File: src/rtl/vga_sync_monitor.sv
// vga_sync_monitor: samples VGA sync/RGB, measures line/frame geometry, locks to the mode and recovers pixel coordinates.
// Optional frame CRC of locked visible pixels is built when VGA_MONITOR_CRC_EN is defined.
module vga_sync_monitor #(
  parameter int H_VISIBLE   = 800,
  parameter int H_SYNC      = 128,
  parameter int H_BACK      = 88,
  parameter int H_TOTAL     = 1056,
  parameter int V_VISIBLE   = 600,
  parameter int V_SYNC      = 4,
  parameter int V_BACK      = 23,
  parameter int V_TOTAL     = 628,
  parameter int SYNC_POL    = 1,
  parameter int LOCK_FRAMES = 2
) (
  input  logic        PIXEL_CLOCK,
  input  logic        RESET,
  input  logic        VGA_HSYNC,
  input  logic        VGA_VSYNC,
  input  logic        VGA_RED,
  input  logic        VGA_GREEN,
  input  logic        VGA_BLUE,
  output logic        LOCKED,
  output logic        ON_SCREEN,
  output logic [10:0] PIXEL_X,
  output logic [9:0]  PIXEL_Y,
  output logic [2:0]  PIXEL_RGB,
  output logic [10:0] LINE_PERIOD,
  output logic [9:0]  FRAME_LINES,
  output logic [7:0]  ERROR_COUNT,
  output logic [15:0] FRAME_CRC
);
  localparam int HS = H_SYNC + H_BACK;
  localparam int VS = V_SYNC + V_BACK;
  localparam logic POL = SYNC_POL != 0;

  typedef enum logic [1:0] {SEARCH, MEASURE, LOCK} state_t;

  state_t state, state_nx;
  logic hs_r, vs_r, hs_p, vs_last;
  logic [2:0] rgb_r;
  logic [10:0] hcnt, hcur;
  logic [9:0] vcnt, vcur;
  logic [3:0] good, good_nx;
  logic bad, bad_nx, h_edge, frame_start, period_ok, lines_ok, frame_ok, vis, err, on_nx;

  // hcur/vcur are the counts belonging to the sample currently in the input register
  always_comb begin
    h_edge = (hs_r == POL) && (hs_p != POL);
    frame_start = h_edge && (vs_r == POL) && !vs_last;
    hcur = h_edge ? 11'd0 : (&hcnt ? hcnt : hcnt + 11'd1);
    vcur = frame_start ? 10'd0 : (h_edge ? vcnt + 10'd1 : vcnt);
    period_ok = hcnt + 11'd1 == 11'(H_TOTAL);
    lines_ok = vcnt + 10'd1 == 10'(V_TOTAL);
    frame_ok = !bad && period_ok && lines_ok;
    vis = (hcur >= 11'(HS)) && (hcur < 11'(HS + H_VISIBLE)) &&
          (vcur >= 10'(VS)) && (vcur < 10'(VS + V_VISIBLE));
    err = (state == LOCK) && ((h_edge && !period_ok) || (frame_start && !lines_ok) || (&hcur));
    on_nx = (state == LOCK) && !err && vis;
  end

  always_comb begin
    state_nx = state;
    good_nx = good;
    bad_nx = bad;
    case (state)
      SEARCH: begin
        good_nx = '0;
        bad_nx = 1'b0;
        if (frame_start) state_nx = MEASURE;
      end
      MEASURE: begin
        if (h_edge && !period_ok) bad_nx = 1'b1;
        if (frame_start) begin
          bad_nx = 1'b0;
          good_nx = frame_ok ? good + 4'd1 : '0;
          if (frame_ok && good + 4'd1 == 4'(LOCK_FRAMES)) begin
            state_nx = LOCK;
            good_nx = '0;
          end
        end
      end
      LOCK: if (err) state_nx = SEARCH;
      default: state_nx = SEARCH;
    endcase
  end

  assign LOCKED = state == LOCK;

  always_ff @(posedge PIXEL_CLOCK) begin
    if (RESET) begin
      hs_r <= !POL;
      vs_r <= !POL;
      hs_p <= !POL;
      vs_last <= 1'b0;
      rgb_r <= '0;
      hcnt <= '0;
      vcnt <= '0;
      state <= SEARCH;
      good <= '0;
      bad <= 1'b0;
      ON_SCREEN <= 1'b0;
      PIXEL_X <= '0;
      PIXEL_Y <= '0;
      PIXEL_RGB <= '0;
      LINE_PERIOD <= '0;
      FRAME_LINES <= '0;
      ERROR_COUNT <= '0;
    end else begin
      hs_r <= VGA_HSYNC;
      vs_r <= VGA_VSYNC;
      hs_p <= hs_r;
      rgb_r <= {VGA_RED, VGA_GREEN, VGA_BLUE};
      hcnt <= hcur;
      vcnt <= vcur;
      state <= state_nx;
      good <= good_nx;
      bad <= bad_nx;
      if (h_edge) begin
        vs_last <= vs_r == POL;
        LINE_PERIOD <= hcnt + 11'd1;
      end
      if (frame_start) FRAME_LINES <= vcnt + 10'd1;
      if (err && ERROR_COUNT != 8'hff) ERROR_COUNT <= ERROR_COUNT + 8'd1;
      ON_SCREEN <= on_nx;
      PIXEL_X <= on_nx ? hcur - 11'(HS) : '0;
      PIXEL_Y <= on_nx ? vcur - 10'(VS) : '0;
      PIXEL_RGB <= rgb_r;
    end
  end

`ifdef VGA_MONITOR_CRC_EN
  logic [15:0] crc;

  // CRC-16-CCITT, MSB first, R then G then B
  function automatic logic [15:0] crc3(input logic [15:0] c, input logic [2:0] d);
    for (int i = 2; i >= 0; i--) c = {c[14:0], 1'b0} ^ ((c[15] ^ d[i]) ? 16'h1021 : 16'h0000);
    return c;
  endfunction

  // a frame that lost lock ends in SEARCH, so only fully locked frames are published
  always_ff @(posedge PIXEL_CLOCK) begin
    if (RESET) begin
      crc <= 16'hffff;
      FRAME_CRC <= '0;
    end else if (frame_start) begin
      crc <= 16'hffff;
      if (state == LOCK && !err) FRAME_CRC <= crc;
    end else if (on_nx) begin
      crc <= crc3(crc, rgb_r);
    end
  end
`else
  assign FRAME_CRC = '0;
`endif
endmodule
File: config.mk
export PLATFORM = sky130hd
export DESIGN_NAME = vga_sync_monitor
export DESIGN_NICKNAME = d
export VERILOG_FILES = /design/src/rtl/vga_sync_monitor.sv
export SDC_FILE = /design/constraint.sdc
export NUM_CORES = 1
export LEC_CHECK = 0
export CAP_MARGIN = 20
export CORE_ASPECT_RATIO = 1.5
export CORE_MARGIN = 5
export CORE_UTILIZATION = 55
export CTS_CLUSTER_SIZE = 24
export DETAILED_ROUTE_END_ITERATION = 10
export DONT_BUFFER_PORTS = 1
export PLACE_DENSITY = 0.7
export SLEW_MARGIN = 20
export SYNTH_ARGS = -nofsm -noshare
export SYNTH_HDL_FRONTEND = slang
export SYNTH_SLANG_ARGS = --single-unit
File: constraint.sdc
create_clock -name PIXEL_CLOCK -period 8.2 [get_ports PIXEL_CLOCK]
set_input_delay 1.64 -clock PIXEL_CLOCK [delete_from_list [all_inputs] [get_ports PIXEL_CLOCK]]
set_output_delay 1.64 -clock PIXEL_CLOCK [all_outputs]
set_load 0.05 [all_outputs]
# Yosys cells after proc, flatten, opt, wreduce, memory -nomap -nowiden

Cells that the tools add are included.

Register bits: 89
Output and inout bits: 71
Word-level logic and storage cells: 86

Add/sub/neg operators: 6
Order comparisons: 4
Equal/unequal tests: 11
Multiplexer cells: 16
Bitwise logic cells: 2
Reductions and logical operators: 30

Operator list:

| operator                                                                              | count |
|---|---|
| 11-bit two-way mux                                                                    | 2 |
| 11-bit AND reduction                                                                  | 2 |
| 10-bit two-way mux                                                                    | 2 |
| 1-bit logical AND                                                                     | 15 |
| 4-bit two-way mux                                                                     | 3 |
| 11-bit by 1-bit adder with 11-bit output (second input constant)                      | 1 |
| 11-bit == test (second input constant)                                                | 1 |
| 11-bit by 8-bit greater-or-equal comparator with 1-bit output (second input constant) | 1 |
| 11-bit by 10-bit less-than comparator with 1-bit output (second input constant)       | 1 |
| 11-bit by 8-bit subtractor with 11-bit output (second input constant)                 | 1 |
| 10-bit by 1-bit adder with 10-bit output (second input constant)                      | 1 |
| 10-bit == test (second input constant)                                                | 1 |
| 10-bit by 5-bit greater-or-equal comparator with 1-bit output (second input constant) | 1 |
| 10-bit less-than comparator (second input constant)                                   | 1 |
| 10-bit by 5-bit subtractor with 10-bit output (second input constant)                 | 1 |
| 8-bit by 1-bit adder with 8-bit output (second input constant)                        | 1 |
| 2-bit two-way mux                                                                     | 4 |
| 8-bit inequality test (second input constant)                                         | 1 |
| 4-bit case mux with 2 select lines                                                    | 1 |
| 2-bit inequality test (second input constant)                                         | 3 |
| 2-bit case mux with 3 select lines                                                    | 1 |
| 1-bit logical NOT                                                                     | 5 |
| 4-bit by 1-bit adder with 4-bit output (second input constant)                        | 1 |
| 4-bit by 2-bit == test with 1-bit output (second input constant)                      | 1 |
| 13 further kinds                                                                      | 17 |

# Logic depth before layout (Yosys ltp)

Depth in word-level cells: 13
Depth in mapped cells: 13
Gate-level depth less buffers: 10

# Worst setup path after synthesis

No wires, ideal clock.

Kind: register to register
Start: register hcnt[0]
End: register PIXEL_X[4]
Setup time: 0.080 ns
Arrival: 2.731 ns
Data required time: 8.120 ns
Setup slack: 5.389 ns
Stages on the path, launching flop included: 13
Buffers on the path: 2
Cells stage by stage: dfxtp_1 > ha_1 > nand4_4 > or3_1 > clkbuf_1 > a21oi_1 > ha_1 > inv_1 > a31oi_1 > a32o_1 > o2111ai_1 > buf_2 > nor3b_1

Elaborated cells on any way between the ends: 22
Classes of those cells: add/sub: 2; order compare: 2; eq/ne: 1; mux: 2; bitwise: 1; reduce/logical: 14

RTL lines:

| element                                                                                                               | line | RTL |
|---|---|---|
| from (decl)                                                                                                           | 41   | `logic [10:0] hcnt, hcur;` |
| from (signal assigned)                                                                                                | 113  | `hcnt <= hcur;` |
| 11-bit by 1-bit adder with 11-bit output or 11-bit AND reduction (tied branches)                                      | 50   | `hcur = h_edge ? 11'd0 : (&hcnt ? hcnt : hcnt + 11'd1);` |
| 11-bit two-way mux * (2 in a row)                                                                                     | 50   |  |
| net hcur[3]                                                                                                           | 41   |  |
| parallel branches: the longest is 8 deep, another holds 11-bit by 8-bit greater-or-equal comparator with 1-bit output | -    |  |
| to (signal assigned)                                                                                                  | 125  | `PIXEL_X <= on_nx ? hcur - 11'(HS) : '0;` |
| to (decl)                                                                                                             | 24   | `output logic [10:0] PIXEL_X,` |

Mark *: on every way through the listed nets, which the timed path passes.
A chain may end at the register's enable or synchronous reset.

# Worst setup path in the final report

Start: register hcnt[1]
End: register PIXEL_Y[9]

Elaborated cells on any way between the ends: 21
Classes of those cells: add/sub: 1; order compare: 2; eq/ne: 1; mux: 2; bitwise: 1; reduce/logical: 14

RTL lines:

| element                                                                                                               | line | RTL |
|---|---|---|
| 11-bit by 1-bit adder with 11-bit output or 11-bit AND reduction (tied branches)                                      | 50   |  |
| 11-bit two-way mux * (2 in a row)                                                                                     | 50   |  |
| net hcur[3]                                                                                                           | 41   |  |
| parallel branches: the longest is 5 deep, another holds 11-bit by 8-bit greater-or-equal comparator with 1-bit output | -    |  |
| 1-bit logical AND *                                                                                                   | 58   | `on_nx = (state == LOCK) && !err && vis;` |
| 1-bit inverter (no line) *                                                                                            | -    |  |
| 2-bit OR reduction (no line) *                                                                                        | -    |  |
| to (signal assigned)                                                                                                  | 126  | `PIXEL_Y <= on_nx ? vcur - 10'(VS) : '0;` |
| to (decl)                                                                                                             | 25   | `output logic [9:0] PIXEL_Y,` |

Marked as above.

==> results.yml <==
clock_network:
  post_cts_buffers: 0
  cts_inserted_buffers: 9
  cts.htree.levels: 3
  clk_root_buffer_cell: "sky130_fd_sc_hd__clkbuf_16"
  insertion_delay_of_the_later_clocked_pin_in_the_worst_skew_pair_ns: 0.35
  ctsResizeCount: 0
  clockBufferDepth: 2
  clk_pin_slew_worst_paths_ns: 0.06
  numClockSinks: 89
  clock_tree_from_tritoncts: "built"
  cts_hold_buf: 0
placed_design:
  post-dp-hpwl_um: 9070
  placement.cell_area_mm2: 0.00468
  final_gp_congestion: 0.972
  portBuffers: 0
final_layout:
  antenna_cells: 0
  drive_above_1_share: 0.0602
  final_cell_area_mm2: 0.00502
  nets: 559
  layout_overhead_on_the_synthesized_area_pct: 5.33
  postLayoutCoreUtil: 0.593
global_route:
  grtUsageTotal: 0.237
  grt_busiest_layer: "met2"
  via_count_of_the_first_global_routing_pass: 3758
  grtUsageMet3: 0.0410
  global_routing_usage_on_met1: 0.256
  first_pass_grt_wire_length_um: 19400
  grt.overflow.total: 0
  pin_count_of_the_biggest_net_entering_global_routing: 74
  antenna_violations_before_repair: 0
  grt_use_met2: 0.423
floorplanning:
  die_outline_area_mm2: 0.0107
  initial_cell_density_of_the_core: 0.563
  fp.dieH_um: 124
  design.core.area_mm2: 0.00846
  ioPinCount: 78
  floorplan.die.width_um: 86.0
  rows: 41
timing:
  clock.fmax_mhz: 280
  setup_viol: 0
  final_max_slew_viol_count: 0
  share_of_the_clock_period_used_by_the_worst_path: 0.435
  tightestPinTransition_ns: 0.908
  finalCriticalPeriod_ns: 3.57
  timing.max_slew.rel_slack: 0.390
  timing.clock.skew_ns: 0.00589
  unrepaired_setup_endpoints_after_global_routing: "false"
  hold_viol: 0
  totalNegativeSetupSlack_ns: 0
hold_path:
  hp-start: "rgb_r[2]$_SDFF_PP0_"
  hold_path.class: "reg2reg"
synthesis:
  synth_async_sr_flop_share: 0
  yosysWarningCount: 0
  synth_enable_flop_cells: 0
  ys.flop_type: "sky130_fd_sc_hd__dfxtp_1"
  count_of_cell_types_in_the_netlist: 66
  postSynthRegisterBits: 89
  synth-seq-area-share: 0.374
  postSynthCellCount: 571
  syn-cell-area_mm2: 0.00476
  synth.avg_cell_area_um2: 8.34
route:
  dr.pass1.iters: 5
  initialDrtViolationCount: 192
  detail-route-antenna-nets: 0
  wl_um: 12400
  drc: 0
  detail_route.vias_per_cell: 6.07
  num_vias: 3975
  drt_wl_cell_um: 18.9
status:
  status: "complete, no violations"
critical_path:
  worstPathArrival_ns: 3.82
  worstSetupEndpointType: "flip-flop"
  cp.required_ns: 8.45
  crit_path_start: "hcnt[1]$_SDFF_PP0_"
  crit_path_max_fanout: 22
  critPathLaunchType: "flip-flop"
  worstReg2RegStart: "hcnt[1]$_SDFF_PP0_"
  critical_path_class: "reg2reg"
pwr:
  peakVddDrop_uv: 174
  leakage_nw: 1.71
  power.density_cell_area_mw_per_mm2: 196
flow_run:
  drv_cap: 0
cell families (layout without fill, tap and decap cells):
group                      after synthesis  in the layout  share of synthesized area
and+or+nand+nor                        236            236                      0.264
AOI/OAI and AO/OA                      126            126                      0.180
DFF                                     89             89                      0.374
buffers and inverters                   69             31                     0.0751
xor gates and xnor gates                29             29                     0.0549
muxes                                   12             12                     0.0273
adders and majority gates                9              9                     0.0236
other                                    1             16                   0.000787
where the power goes:
part | internal, W | switching [W]
Clock | 0.000298 | 0.000168
Sequential | 0.000441 | 0.0000258
Combinational | 0.0000125 | 0.0000377
Total | 0.000751 | 0.000231
metal layers:
layer | vias to the layer above | share of wire | wire [um]
li1 | 1950 | - | -
met1 | 1861 | 0.37 | 4530
met2 | 131 | 0.54 | 6630
met3 | 33 | 0.047 | 580
met4 | 0 | 0.050 | 622
met5 | - | 0 | 0
flip-flops by register name, indices dropped and copies added, names as in the netlist, 2 cells and up:
| name | cells |
|---|---|
| LINE_PERIOD | 11 |
| PIXEL_X | 11 |
| hcnt | 11 |
| FRAME_LINES | 10 |
| PIXEL_Y | 10 |
| vcnt | 10 |
| ERROR_COUNT | 8 |
| good | 4 |
| PIXEL_RGB | 3 |
| rgb_r | 3 |
| state | 2 |
synth_stat cells (8+ instances only):
master,number,area [um^2]
sky130_fd_sc_hd__nand2_1,34,128
sky130_fd_sc_hd__a211oi_1,20,150
sky130_fd_sc_hd__ha_1,9,113
sky130_fd_sc_hd__xor2_1,10,87.6
sky130_fd_sc_hd__o21ai_0,23,115
sky130_fd_sc_hd__dfxtp_1,89,1780
sky130_fd_sc_hd__nand4_1,10,62.6
sky130_fd_sc_hd__nand2b_1,8,50.1
sky130_fd_sc_hd__nor2_1,54,203
sky130_fd_sc_hd__buf_4,19,143
sky130_fd_sc_hd__inv_1,11,41.3
sky130_fd_sc_hd__clkbuf_1,17,63.8
sky130_fd_sc_hd__nor3_1,35,175
sky130_fd_sc_hd__nor2b_1,23,144
sky130_fd_sc_hd__buf_2,16,80.1
sky130_fd_sc_hd__xnor2_1,18,158
sky130_fd_sc_hd__a21oi_1,27,135
sky130_fd_sc_hd__nor3b_1,9,67.6
sky130_fd_sc_hd__nand3_1,22,110
final timing paths:
kind                              to  slack (ns)  depth (start not counted)
max            PIXEL_Y[9]$_SDFF_PP0_        4.63                         11
min          PIXEL_RGB[2]$_SDFF_PP0_        0.45                          1
max reg2reg    PIXEL_Y[9]$_SDFF_PP0_        4.63                         11
min reg2reg  PIXEL_RGB[2]$_SDFF_PP0_        0.45                          1
per-stage QoR:
step	cells	hold WS (ns)	total power [W]	setup WS (ns)
5_1_grt	655	0.469	0.00101	4.42
4_1_cts	655	0.451	0.000991	4.63
3_5_place_dp	639	0.430	0.000526	4.66
2_1_floorplan	586	0.414	0.000527	5.39
3_3_place_gp	639	0.422	0.000526	4.89
6_report	655	0.446	0.000982	4.63
area by class of cell:
type,count,area [um^2]
Clock inverter,5,104
Sequential cell,89,1780
Multi-Input combinational cell,428,2700
Inverter,11,41.3
Timing Repair Buffer,4,30.0
Fill cell,786,3450
Tap cell,107,134
Clock buffer,11,233
worst max-delay path, stage by stage (launching register included):
cell                        delay (ns)
sky130_fd_sc_hd__dfxtp_1          0.49
sky130_fd_sc_hd__ha_1             0.58
sky130_fd_sc_hd__nand4_4          0.18
sky130_fd_sc_hd__or3_1            0.52
sky130_fd_sc_hd__a21oi_1          0.33
sky130_fd_sc_hd__ha_1             0.26
sky130_fd_sc_hd__inv_1            0.08
sky130_fd_sc_hd__a31oi_1          0.22
sky130_fd_sc_hd__a32o_1           0.23
sky130_fd_sc_hd__o2111ai_1        0.10
sky130_fd_sc_hd__buf_4            0.23
sky130_fd_sc_hd__nor4_1           0.25
cells in the final DEF, fill, tap and decap left out, types with 9 or more instances in the layout:
cell	synthesis	routed
sky130_fd_sc_hd__nor2b_1	23	22
sky130_fd_sc_hd__ha_1	9	9
sky130_fd_sc_hd__a211oi_1	20	20
sky130_fd_sc_hd__nand3_1	22	22
sky130_fd_sc_hd__clkbuf_16	0	9
sky130_fd_sc_hd__inv_1	11	11
sky130_fd_sc_hd__nor3_1	35	34
sky130_fd_sc_hd__dfxtp_1	89	89
sky130_fd_sc_hd__nand4_1	10	10
sky130_fd_sc_hd__nor2_1	54	54
sky130_fd_sc_hd__a21oi_1	27	27
sky130_fd_sc_hd__conb_1	1	16
sky130_fd_sc_hd__xnor2_1	18	18
sky130_fd_sc_hd__xor2_1	10	10
sky130_fd_sc_hd__o21ai_0	23	23
sky130_fd_sc_hd__nor3b_1	9	9
sky130_fd_sc_hd__nand2_1	34	34
(Power assumes the default switching activity.)
